### src/rtl/clock_pkg.sv
// clock_pkg: shared state type, digit widths and digit helpers for the clock time-entry logic.
package clock_pkg;

    localparam int TENS_W  = 3;
    localparam int UNITS_W = 4;

    typedef logic [TENS_W-1:0]  tens_t;
    typedef logic [UNITS_W-1:0] units_t;

    typedef enum logic [1:0] {IDLE, SET_TENS, SET_UNITS} set_state_t;

    // Largest legal units digit for a given tens digit: 9 below the top tens value.
    function automatic units_t units_top(input tens_t tens, input int modulo);
        return (int'(tens) < (modulo - 1) / 10) ? units_t'(9) : units_t'((modulo - 1) % 10);
    endfunction

    // tens*10 + units built as (t<<3)+(t<<1)+u; never exceeds 6 bits for legal digits.
    function automatic logic [5:0] times_of(input tens_t t, input units_t u);
        return {t, 3'b000} + {2'b00, t, 1'b0} + {2'b00, u};
    endfunction

endpackage

### src/rtl/btn_sync_edge.sv
// btn_sync_edge: two-flop synchroniser plus delay flop, one-cycle evt on a rising button level.
module btn_sync_edge (
    input  logic clk,
    input  logic rst_n,
    input  logic btn_i,
    output logic evt_o
);

    logic s1_q, s2_q, s3_q;

    // Reset to all ones so a button already held through reset never produces an event.
    always_ff @(posedge clk) begin
        if (!rst_n) begin
            {s1_q, s2_q, s3_q} <= 3'b111;
        end else begin
            s1_q <= btn_i;
            s2_q <= s1_q;
            s3_q <= s2_q;
        end
    end

    assign evt_o = s2_q & ~s3_q;

endmodule

### src/rtl/time_digit_setter.sv
// time_digit_setter: edits a tens then units digit from buttons and commits tens*10+units
// as a load pulse to a modulo counter.
module time_digit_setter
    import clock_pkg::*;
#(
    parameter int MODULO = 60
) (
    input  logic       clk,
    input  logic       rst_n,
    input  logic       mode_btn,
    input  logic       inc_btn,
    input  logic [5:0] cur_times,
    output logic [5:0] times,
    output logic       load,
    output logic       editing,
    output logic       edit_tens,
    output logic       edit_units
);

    localparam tens_t      TMAX = tens_t'((MODULO - 1) / 10);
    localparam logic [5:0] MOD6 = 6'(MODULO);

    logic       mode_evt, inc_evt;
    set_state_t state_q, state_d;
    tens_t      tens_q, tens_d, tens_inc;
    units_t     units_q, units_d, utop;
    logic [5:0] times_q;
    logic       load_q, load_d, editing_q, edit_tens_q, edit_units_q;
    logic       cur_ok;

    btn_sync_edge u_mode (.clk(clk), .rst_n(rst_n), .btn_i(mode_btn), .evt_o(mode_evt));
    btn_sync_edge u_inc  (.clk(clk), .rst_n(rst_n), .btn_i(inc_btn),  .evt_o(inc_evt));

    always_comb begin
        state_d  = state_q;
        tens_d   = tens_q;
        units_d  = units_q;
        load_d   = 1'b0;
        cur_ok   = cur_times < MOD6;
        utop     = units_top(tens_q, MODULO);
        tens_inc = (tens_q == TMAX) ? '0 : tens_q + 1'b1;
        // mode has priority over inc in every state, so a coincident inc is dropped.
        case (state_q)
            IDLE: begin
                if (mode_evt) begin
                    state_d = SET_TENS;
                    tens_d  = cur_ok ? tens_t'(cur_times / 6'd10) : '0;
                    units_d = cur_ok ? units_t'(cur_times % 6'd10) : '0;
                end
            end
            SET_TENS: begin
                if (mode_evt) begin
                    state_d = SET_UNITS;
                end else if (inc_evt) begin
                    tens_d  = tens_inc;
                    units_d = (units_q > units_top(tens_inc, MODULO)) ? units_top(tens_inc, MODULO) : units_q;
                end
            end
            SET_UNITS: begin
                if (mode_evt) begin
                    state_d = IDLE;
                    load_d  = 1'b1;
                end else if (inc_evt) begin
                    units_d = (units_q == utop) ? '0 : units_q + 1'b1;
                end
            end
            default: state_d = IDLE;
        endcase
    end

    always_ff @(posedge clk) begin
        if (!rst_n) begin
            state_q      <= IDLE;
            tens_q       <= '0;
            units_q      <= '0;
            times_q      <= '0;
            load_q       <= 1'b0;
            editing_q    <= 1'b0;
            edit_tens_q  <= 1'b0;
            edit_units_q <= 1'b0;
        end else begin
            state_q      <= state_d;
            tens_q       <= tens_d;
            units_q      <= units_d;
            times_q      <= times_of(tens_d, units_d);
            load_q       <= load_d;
            editing_q    <= state_d != IDLE;
            edit_tens_q  <= state_d == SET_TENS;
            edit_units_q <= state_d == SET_UNITS;
        end
    end

    assign times      = times_q;
    assign load       = load_q;
    assign editing    = editing_q;
    assign edit_tens  = edit_tens_q;
    assign edit_units = edit_units_q;

endmodule
### config.mk
export PLATFORM = sky130hd
export DESIGN_NAME = time_digit_setter
export DESIGN_NICKNAME = d
export VERILOG_FILES = /design/src/rtl/clock_pkg.sv /design/src/rtl/btn_sync_edge.sv /design/src/rtl/time_digit_setter.sv
export SDC_FILE = /design/constraint.sdc
export NUM_CORES = 1
export LEC_CHECK = 0
export ABC_AREA = 1
export CAP_MARGIN = 20
export CORE_UTILIZATION = 48
export DETAILED_ROUTE_END_ITERATION = 12
export PLACE_DENSITY_LB_ADDON = 0.3
export SYNTH_ARGS = -nofsm -noshare
export SYNTH_HDL_FRONTEND = slang
export SYNTH_HIERARCHICAL = 1
export SYNTH_SLANG_ARGS = --single-unit
### constraint.sdc
create_clock -name clk -period 2.8 [get_ports clk]
set_input_delay 0.84 -clock clk [delete_from_list [all_inputs] [get_ports clk]]
set_output_delay 0.84 -clock clk [all_outputs]
set_load 0.005 [all_outputs]
Word level (Yosys, flattened, before mapping) --
Cells that the tools add are included.
Operators by class: order comparisons 2, divide/modulo/power cells 2, reduce and logical (&&, ||, !) cells 3, equality and inequality tests 6, add/subtract/negate cells 4, bitwise logic cells 4, multiplexer cells 20
Operators by type and width (number):
- 2-to-1 mux 4 bit | 8
- 2-to-1 mux 3 bit | 5
- adder 6 x 4 -> 6 bit | 2
- case mux 4 bit (3 select lines) | 1
- divider 6 x 4 -> 6 bit, second input constant | 1
- < comparator 6 bit, second input constant | 1
- modulo 6 x 4 -> 6 bit, second input constant | 1
- 2-to-1 mux 2 bit | 3
- case mux 2 bit (3 select lines) | 1
- case mux 3 bit (2 select lines) | 1
- adder 4 x 1 -> 4 bit, second input constant | 1
- equality test 2 x 1 -> 1 bit, second input constant | 2
- equality test 2 bit, second input constant | 2
- equality test 4 bit, second input constant | 1
- > comparator 4 bit, second input constant | 1
- adder 3 x 1 -> 3 bit, second input constant | 1
- equality test 3 bit, second input constant | 1
- bitwise AND 1 bit | 2
- logical NOT 2 bit | 1
- inverter 1 bit | 2
- AND reduction 2 bit | 1
- nonzero test 2 bit | 1
- 2-to-1 mux 1 bit | 1
Word-level totals: output and inout bits 10, bits in registers 25, logic and storage cells 55, input port bits 10

Logic depth before layout (Yosys ltp) --
Gate-level depths: netlist of run 1.
word-level depth 7, gate-level depth with buffers 20, gate-level depth less buffers 20

By module --
Netlist of run 1, hierarchy kept.
Modules (own cells, without submodules):
- time_digit_setter | cells an instance 186, seq. area each 360.3 sq um, instances 1, area each 1268.7 sq um
- btn_sync_edge | cells an instance 10, seq. area each 60.1 sq um, instances 2, area each 88.8 sq um

Least setup slack after synthesis of run 1 --
OpenSTA, ideal clock, no wires.
path type input to register, from in cur_times[3], to reg times_q[5], in the netlist times[5], setup time 0.070 ns, arrival 2.842 ns, slack -0.112 ns, path buffers 0, stages 15, data required time 2.730 ns, cell sequence inv_2 -> nand3_2 -> a21oi_2 -> o21bai_1 -> nand2_2 -> nand2_2 -> o211ai_2 -> nand2_4 -> xor2_2 -> ha_1 -> ha_1 -> a21o_1 -> a21oi_1 -> o21ai_1 -> a21oi_1
Between the ends: cells in the longest elaborated chain, start to end 6, elaborated cells on any way between the ends 11, classes of those cells add/sub: 2; div: 2; order compare: 1; mux: 6
Ends and longest elaborated chain:
- from (decl) | line time_digit_setter.sv:12 | input logic [5:0] cur_times,
- divider 6 x 4 -> 6 bit or < comparator 6 bit (tied branches) | line time_digit_setter.sv:47, time_digit_setter.sv:39
- 2-to-1 mux 3 bit | line time_digit_setter.sv:47 | tens_d = cur_ok ? tens_t'(cur_times / 6'd10) : '0;
- 2-to-1 mux 3 bit | line time_digit_setter.sv:45 | if (mode_evt) begin
- case mux 3 bit (2 select lines) | line time_digit_setter.sv:43 | case (state_q)
- adder 6 x 4 -> 6 bit | line clock_pkg.sv:19 | return {t, 3'b000} + {2'b00, t, 1'b0} + {2'b00, u};
- adder 6 x 4 -> 6 bit (*) | line clock_pkg.sv:19
- to (signal assigned) | line time_digit_setter.sv:85 | times_q <= times_of(tens_d, units_d);
- to (decl) | line time_digit_setter.sv:27 | logic [5:0] times_q;
Every way passes the cells marked *; elsewhere a longest branch is shown, timed or not. A chain may end at the register's enable or synchronous reset.

Worst setup path after layout of run 1 --
from in cur_times[3], to reg times_q[3], in the netlist times[3]
Between the ends: elaborated cells on any way between the ends 11, classes of those cells add/sub: 2; div: 2; order compare: 1; mux: 6
RTL lines:
- modulo 6 x 4 -> 6 bit or < comparator 6 bit (tied branches) | line time_digit_setter.sv:48, time_digit_setter.sv:39
- 2-to-1 mux 4 bit (*) | line time_digit_setter.sv:48 | units_d = cur_ok ? units_t'(cur_times % 6'd10) : '0;
- 2-to-1 mux 4 bit (*) | line time_digit_setter.sv:45
- case mux 4 bit (3 select lines) (*) | line time_digit_setter.sv:43
- net units_d[1] | line time_digit_setter.sv:26 | units_t units_q, units_d, utop;
- adder 6 x 4 -> 6 bit (*) | line clock_pkg.sv:19
Mark *: on every way through the listed nets, which the timed path passes. The rest lies on a longest branch.

==> impl_results.md, run 1 <==
* Worst slew pin tran at 0.391 ns
* Starting DRT DRC Count at 87
* Fin crit period at 2.88 ns
* Setup ws final at -0.0844 ns
* Top-area cell type share of the netlist area at 33.2%
* Unrepaired setup endpoints after global routing: true
* Total number of vias at 1515
* Root Driver: clkbuf_4
* Seq/Total Area, Yosys at 33.2%
* WL/cell at 13.1 um
* Initial Utilization at 51.6%
* TritonCTS clock tree: yes
* Slowest-stage cell, CP: fa_2
* Max VDD drop at 0.390 mV
* Crit path required time at 3.01 ns
* First-pass GRT wire length at 5.66 mm
* Final hold vios at 0
* Top_reg_cell synth: dfxtp_1
* IO buf count at 19
* Top Family by Delay on Critical Path: simple AND/OR/NAND/NOR gates
* Total Routing Usage GR at 22.3%
* Asr flop ratio synth at 0%
* Initial antenna violation count at 0
* Die width at 56.9 um
* Clock sink count at 24
* # IOs at 20
* Detail Route Antenna Nets at 0
* DR DRC count at 2
* Worst Path Arrival at 3.10 ns
* 1st-pass router iterations at 8
* Die Area at 3240 um^2
* Slew Viols, Final at 0
* Syn Area/Cell at 7.02 um^2
* Die height at 56.9 um
* EDFF count, synth at 0
* Largest net degree at the start of global routing at 15
* Total power at 0.000837 W
* Flops & latches, synth at 24
* Worst setup SP type: primary input
* Power Density at 392 nW/um^2
* Via-to-Cell Ratio at 5.28
* Outcome: finished with violations
* CP cell instances: buf_12 > inv_16 > nand3_4 > nor2_1 > o21bai_4 > nand2_4 > buf_4 > buf_4 > nand3_1 > nand3_1 > nand2_1 > nand2_1 > nand2_1 > nand2_2 > inv_2 > ha_4 > ha_4 > inv_2 > fa_2 > nor2_1
* Synth Warn # at 6
* RePlAce Congestion at 0.934
* Crit-path max cell delay at 0.51 ns
* Failing checks: DRC, setup timing
* Clock buffer depth at 2
* Grt ovf at 0
* Static leakage at 1.01 nW
* Area leader, netlist: dfxtp_1
* Distinct cell type count after synthesis at 35
* Proportion of layout cells with a drive suffix above 1 at 31.6%
* Clk_lat worst skew at 0.31 ns
* Worst Skew at 0.00506 ns
* Most common cell on crit path: nand2_1
* Syn_nets at 223
* Dpl hpwl at 2.52 mm
* TritonCTS Buffers at 3
* Final Cycle Share at 103%
* Final setup viols at 3
* Filler cells at 220
* Final TNS setup at -0.176 ns
* Hold_buf cts at 0
* Max-cap violation count at 0
* Synth area leaders: dfxtp_1 (33%), inv_1 (10%), nand2_1 (10%), ha_1 (5.2%), nor2_1 (4.4%)
* Routed WL at 3.76 mm
* Core region area at 2810 um^2
* Syn Inst Count at 206
* Post-synth top cells: inv_1 (39), nand2_1 (39), dfxtp_1 (24)
* Number of global-route vias before repair at 1310
* Hold Crit Class: flip-flop to flip-flop
* R2R setup slack at 0.22 ns
* Area growth from synthesis to layout at 47.6%
* Rows at 19
* Fin nets at 274
* Worst-path maximum fanout at 5
* Peak Freq at 347 MHz
* Worst setup EP type: flip-flop
* Worst path bufs/invs at 6
* Critical path class: primary input to flip-flop
* Ant diodes at 0
* Clock slew at reported path FFs at 0.13 ns
* Synth Cell Area at 1450 um^2
* H-tree levels at 1
* Slew headroom at 73.9%
==> through the flow <==
step | util, % | cells | worst slack, ns | area [um^2] | hold slack, ns
floorplan | - | 206 | -0.0537 | 1490 | 0.380
global placement | 66.5 | 273 | -0.849 | 1870 | 0.383
detailed placement | 66.5 | 273 | -0.925 | 1870 | 0.391
CTS | 72.8 | 285 | -0.149 | 2040 | 0.422
global route | 76.1 | 287 | -0.257 | 2130 | 0.439
finish | 76.1 | 287 | -0.0844 | 2130 | 0.417
==> final cells by class <==
type	count	area (um^2)	share of cell area, %
clock inverters	1	30.0	1.41
well taps	31	38.8	1.82
multi-input cells	135	942	44.1
inverters	45	195	9.14
flip-flops and latches	24	480	22.5
clock buffers	3	22.5	1.06
repair buffers	48	425	19.9
==> tightest hold or removal path: stages (launching register included) <==
cell and delay [ns]:
dfxtp_1 0.33, inv_1 0.03, nand2_1 0.04
==> sequential cells by signal, summed over array words and instances (netlist names), named ones only <==
| signal | flops |
|---|---|
| editing | 1 |
| units_q | 3 |
| u_inc/s1_q | 1 |
| u_inc/s3_q | 1 |
| times | 5 |
| u_mode/s1_q | 1 |
| edit_units | 1 |
| u_mode/s3_q | 1 |
| u_mode/s2_q | 1 |
| edit_tens | 1 |
| tens_q | 3 |
| state_q | 2 |
| u_inc/s2_q | 1 |
| load | 1 |
==> cells by family after synthesis <==
kind of cell / count (synthesis) / synth area share (%)
simple gates: 81 / 25.2
buf+inv: 47 / 12.5
compound gates: 43 / 19.6
flops: 24 / 33.2
fa+ha+maj: 7 / 6.57
xor+xnor: 4 / 2.94
==> power by group <==
| group | internal [W] | total [W] | switching, W |
|---|---|---|---|
| combinational | 0.000110 | 0.000224 | 0.000114 |
| clock | 0.000145 | 0.000250 | 0.000105 |
| sequential | 0.000357 | 0.000364 | 0.00000707 |
| total | 0.000611 | 0.000837 | 0.000226 |
==> path summary, 6_finish.rpt <==
kind	from	end	cells after the start
setup / recovery	cur_times[3]	times[3]	20
hold / removal	u_mode/s1_q	u_mode/s2_q	2
setup reg to reg	state_q[0]	times[5]	14
hold reg to reg	u_mode/s1_q	u_mode/s2_q	2
==> per-layer routing <==
metal	part of all wire, %	GRT usage [%]
met2	53	39.8
met1	41	28.0
met4	1.1	8.36
met3	4.3	1.38
met5	0	0
==> layout by cell type, fill, tap and decap left out, drive strengths merged, types with 2 or more instances in the layout <==
cell	instances
o21ai	14
nand2	44
o22ai	4
a21o	2
o21bai	3
nor2	20
ha	6
dfxtp	24
buf	32
nand3	12
o211ai	4
nor3	2
nand4	2
a21oi	11
xor2	4
clkbuf	4
inv	45
clkdlybuf4s50	14
==> timing repair <==
action,CTS,global route
hold endpoints to repair,0,0
gates resized for setup,36,18
pin swaps,24,23
setup endpoints to repair,4,3
buffers inserted,9,3
Power figures use the tool's default switching activity.
==> run 2: changes to the inputs <==
--- a/config.mk
+++ b/config.mk
@@ -5,9 +5,9 @@
 export SDC_FILE = /design/constraint.sdc
 export NUM_CORES = 1
 export LEC_CHECK = 0
-export ABC_AREA = 1
+export ABC_AREA = 0
 export CAP_MARGIN = 20
-export CORE_UTILIZATION = 48
+export CORE_UTILIZATION = 25
 export DETAILED_ROUTE_END_ITERATION = 12
 export PLACE_DENSITY_LB_ADDON = 0.3
 export SYNTH_ARGS = -nofsm -noshare
==> run 2 against run 1 <==
  * The run ends with setup timing left
  * Clock skew fell by 0.0045 ns
  * Via count shrank 5.5%
  * Synthesized area is 10% higher
  * Worst setup slack worse by 0.014 ns
  * Non-clock buffer count grew 8
  * Count of clock-buffer cells in the layout unchanged
  * Sequential share of layout area fell by 0.90 points
  * Largest cell class unchanged
==> impl_results.md, run 2 <==
* Core region area at 6030 um^2 (+110%)
* # IOs at 20 (unchanged)
* Synth Cell Area at 1600 um^2 (+10%)
* Starting DRT DRC Count at 102 (+17%)
* H-tree levels at 1 (unchanged)
* Hold Crit Start: u_mode/s1_q
* Commonest cells after routing, fill and taps aside: buf_4 (32), dfxtp_1 (24), clkdlybuf4s50_1 (14), o21ai_0 (13), nand2b_1 (12)
* Hold slack at 0.416 ns (-0.00109 ns)
* Total Routing Usage GR at 12.4% (-9.9 points)
* Number of global-route vias before repair at 1357 (+3.6%)
* Final hold vios at 0 (unchanged)
* Dpl hpwl at 2.75 mm (+8.8%)
* Worst setup SP type: primary input
* CP Launch Point: cur_times[4]
* Clock slew at reported path FFs at 0.08 ns (-0.05 ns)
* Setup ws final at -0.0989 ns (-0.0145 ns)
* Fin nets at 246 (-10%)
* Initial Utilization at 26.5% (-25 points)
* DR DRC count at 0 (-2)
* Top-area cell type share of the netlist area at 30.1% (-3.1 points)
* Unrepaired setup endpoints after global routing: true
* Max reg flops at 5 (unchanged)
* Final setup viols at 3 (unchanged)
* Most common cell on crit path: buf_6
* Clk_lat worst skew at 0.26 ns (-0.05 ns)
* Outcome: finished with violations
* Clock buffer depth at 2 (unchanged)
* Failing checks: setup timing
* Critical path class: primary input to flip-flop
* Distinct cell type count after synthesis at 54 (+54%)
* Static leakage at 0.859 nW (-15%)
* First-pass GRT wire length at 6.44 mm (+14%)
* Ant diodes at 0 (unchanged)
* Grt ovf at 0 (unchanged)
* Fin crit period at 2.90 ns (+0.0145 ns)
* Area growth from synthesis to layout at 39.2%
* Max VDD drop at 0.198 mV (-49%)
* TritonCTS Buffers at 3 (unchanged)
* Crit-path max cell delay at 0.47 ns (-0.04 ns)
* Inst Count DP at 292 (+7.0%)
* Flops & latches, synth at 24 (unchanged)
* Power Density at 337 nW/um^2 (-14%)
* Crit path required time at 2.96 ns (-0.05 ns)
* CP cell instances: buf_8 > buf_6 > o211ai_1 > or4b_4 > and4_4 > xnor2_4 > ha_4 > inv_2 > o41ai_4 > ha_1 > buf_6 > xnor2_1 > and2_1
* Clock sink count at 24 (unchanged)
* Worst slew pin tran at 0.488 ns (+0.0973 ns)
* Asr flop ratio synth at 0% (unchanged)
* Fin cells at 302 (+5.2%)
* Proportion of layout cells with a drive suffix above 1 at 31.3% (-0.36 points)
* Largest net degree at the start of global routing at 18 (+3)
* Commonest non-fill, non-tap cell in the layout: buf_4
* 1st-pass router iterations at 4 (-4)
* Detail Route Antenna Nets at 0 (unchanged)
* Worst setup EP type: flip-flop
* Area leader, netlist: dfxtp_1
* Slew headroom at 67.5% (-6.5 points)
* Synth Warn # at 6 (unchanged)
* Root Driver: clkbuf_8
* Routed WL at 3.92 mm (+4.1%)
* Die width at 81.9 um (+44%)
* EDFF count, synth at 0 (unchanged)
* Post-synth top cells: dfxtp_1 (24), inv_1 (13), o21ai_0 (13)
* TritonCTS clock tree: yes
* Worst Path Arrival at 3.06 ns (-0.04 ns)
* Syn Area/Cell at 8.88 um^2 (+26%)
* Most common cell in the netlist: dfxtp_1
* Die height at 81.9 um (+44%)
* Die Area at 6710 um^2 (+110%)
* Slew Viols, Final at 0 (unchanged)
* Rows at 28 (+9)
* Synth area leaders: dfxtp_1 (30%), ha_1 (4.7%), nand2b_1 (4.7%), and2_1 (4.3%), o21ai_0 (4.1%)
* Top_reg_cell synth: dfxtp_1
* Hold Crit Class: flip-flop to flip-flop
* Via-to-Cell Ratio at 4.74 (-10%)
* IO buf count at 19 (unchanged)
* Syn Inst Count at 180 (-13%)
* Initial antenna violation count at 0 (unchanged)
* Reg2reg start: u_mode/s2_q
* Syn_nets at 197 (-12%)
* Worst-path maximum fanout at 4 (-1)
* Peak Freq at 345 MHz (-0.50%)
* RePlAce Congestion at 0.783 (-16%)
* Slowest-stage cell, CP: or4b_4
* Seq/Total Area, Yosys at 30.1% (-3.1 points)
* WL/cell at 13.0 um (-1.1%)
* Total number of vias at 1432 (-5.5%)
* Core Util, Final at 36.9% (-39 points)
* Max-cap violation count at 0 (unchanged)
* Final Cycle Share at 104% (+0.52 points)
* Worst Skew at 0.000558 ns (-0.00450 ns)
-- run 2: cell count changes in the layout (fill, tap and decap cells not counted), sizes merged, moves of 10 or more --
cell / before / now
nand2: 44 / 7
buf: 32 / 42
nand2b: 0 / 12
nor2: 20 / 8
and2: 0 / 11
inv: 45 / 13
-- run 2: layout make-up --
type | count | area [um^2]
fillers | 646 | 3800
multi-input cells | 131 | 1080
flip-flops and latches | 24 | 480
repair buffers | 56 | 478
well taps | 75 | 93.8
inverters | 13 | 48.8
clock buffers | 3 | 41.3
-- run 2: where the power goes --
| group | internal, W | switching (W) | total, W |
|---|---|---|---|
| registers | 0.000354 | 0.00000947 | 0.000364 |
| logic | 0.000104 | 0.0000810 | 0.000185 |
| clock network | 0.0000961 | 0.000105 | 0.000201 |
-- run 2: logic make-up after synthesis --
logic type                 synth area share [%]
adders and majority gates                  5.95
muxes                                      1.33
DFF                                        30.1
and+or+nand+nor                            29.4
AOI/OAI and AO/OA                          21.3
xor gates and xnor gates                   3.84
buffers and inverters                      8.14
-- run 2: through the flow --
step / total power, W / worst slack [ns] / TNS, ns / instance area (um^2)
after detailed placement: 0.000528 / -0.908 / -3.10 / 2040
after CTS: 0.000753 / -0.0963 / -0.178 / 2180
after global placement: 0.000528 / -0.890 / -3.07 / 2040
after floorplan: 0.000458 / -0.180 / -0.323 / 1610
final: 0.000750 / -0.0989 / -0.248 / 2220
after global routing: 0.000793 / -0.202 / -0.470 / 2220
-- run 2: path summary, 6_finish.rpt --
| path | to | depth (start not counted) | slack [ns] |
|---|---|---|---|
| max | times[4] | 13 | -0.1 |
| min | u_mode/s2_q | 1 | 0.42 |
| max reg2reg | times[4] | 13 | 0.10 |
| min reg2reg | u_mode/s2_q | 1 | 0.42 |
-- run 2: layer usage --
layer  up-vias  track usage (%)  wire length (um)
li1        734                -                 -
met1       680             16.1              1790
met2        16             21.4              2000
met3         2             2.33               109
met4         0             2.11                12
met5         -                0                 0
-- run 2: critical path, delay by kind of cell --
family / cells / cell delay (ns)
adders and majority gates: 2 / 0.50
and+or+nand+nor: 3 / 0.83
buffers and inverters: 4 / 0.39
xor gates and xnor gates: 2 / 0.24
AOI/OAI and AO/OA: 2 / 0.26
-- run 2: what timing repair did --
action | CTS | global route
hold buffers | 0 | 0
buffers inserted | 5 | 1
cloned | 1 | 0
setup endpoints to repair | 4 | 3
resized for setup | 38 | 7
pin swaps | 13 | 7
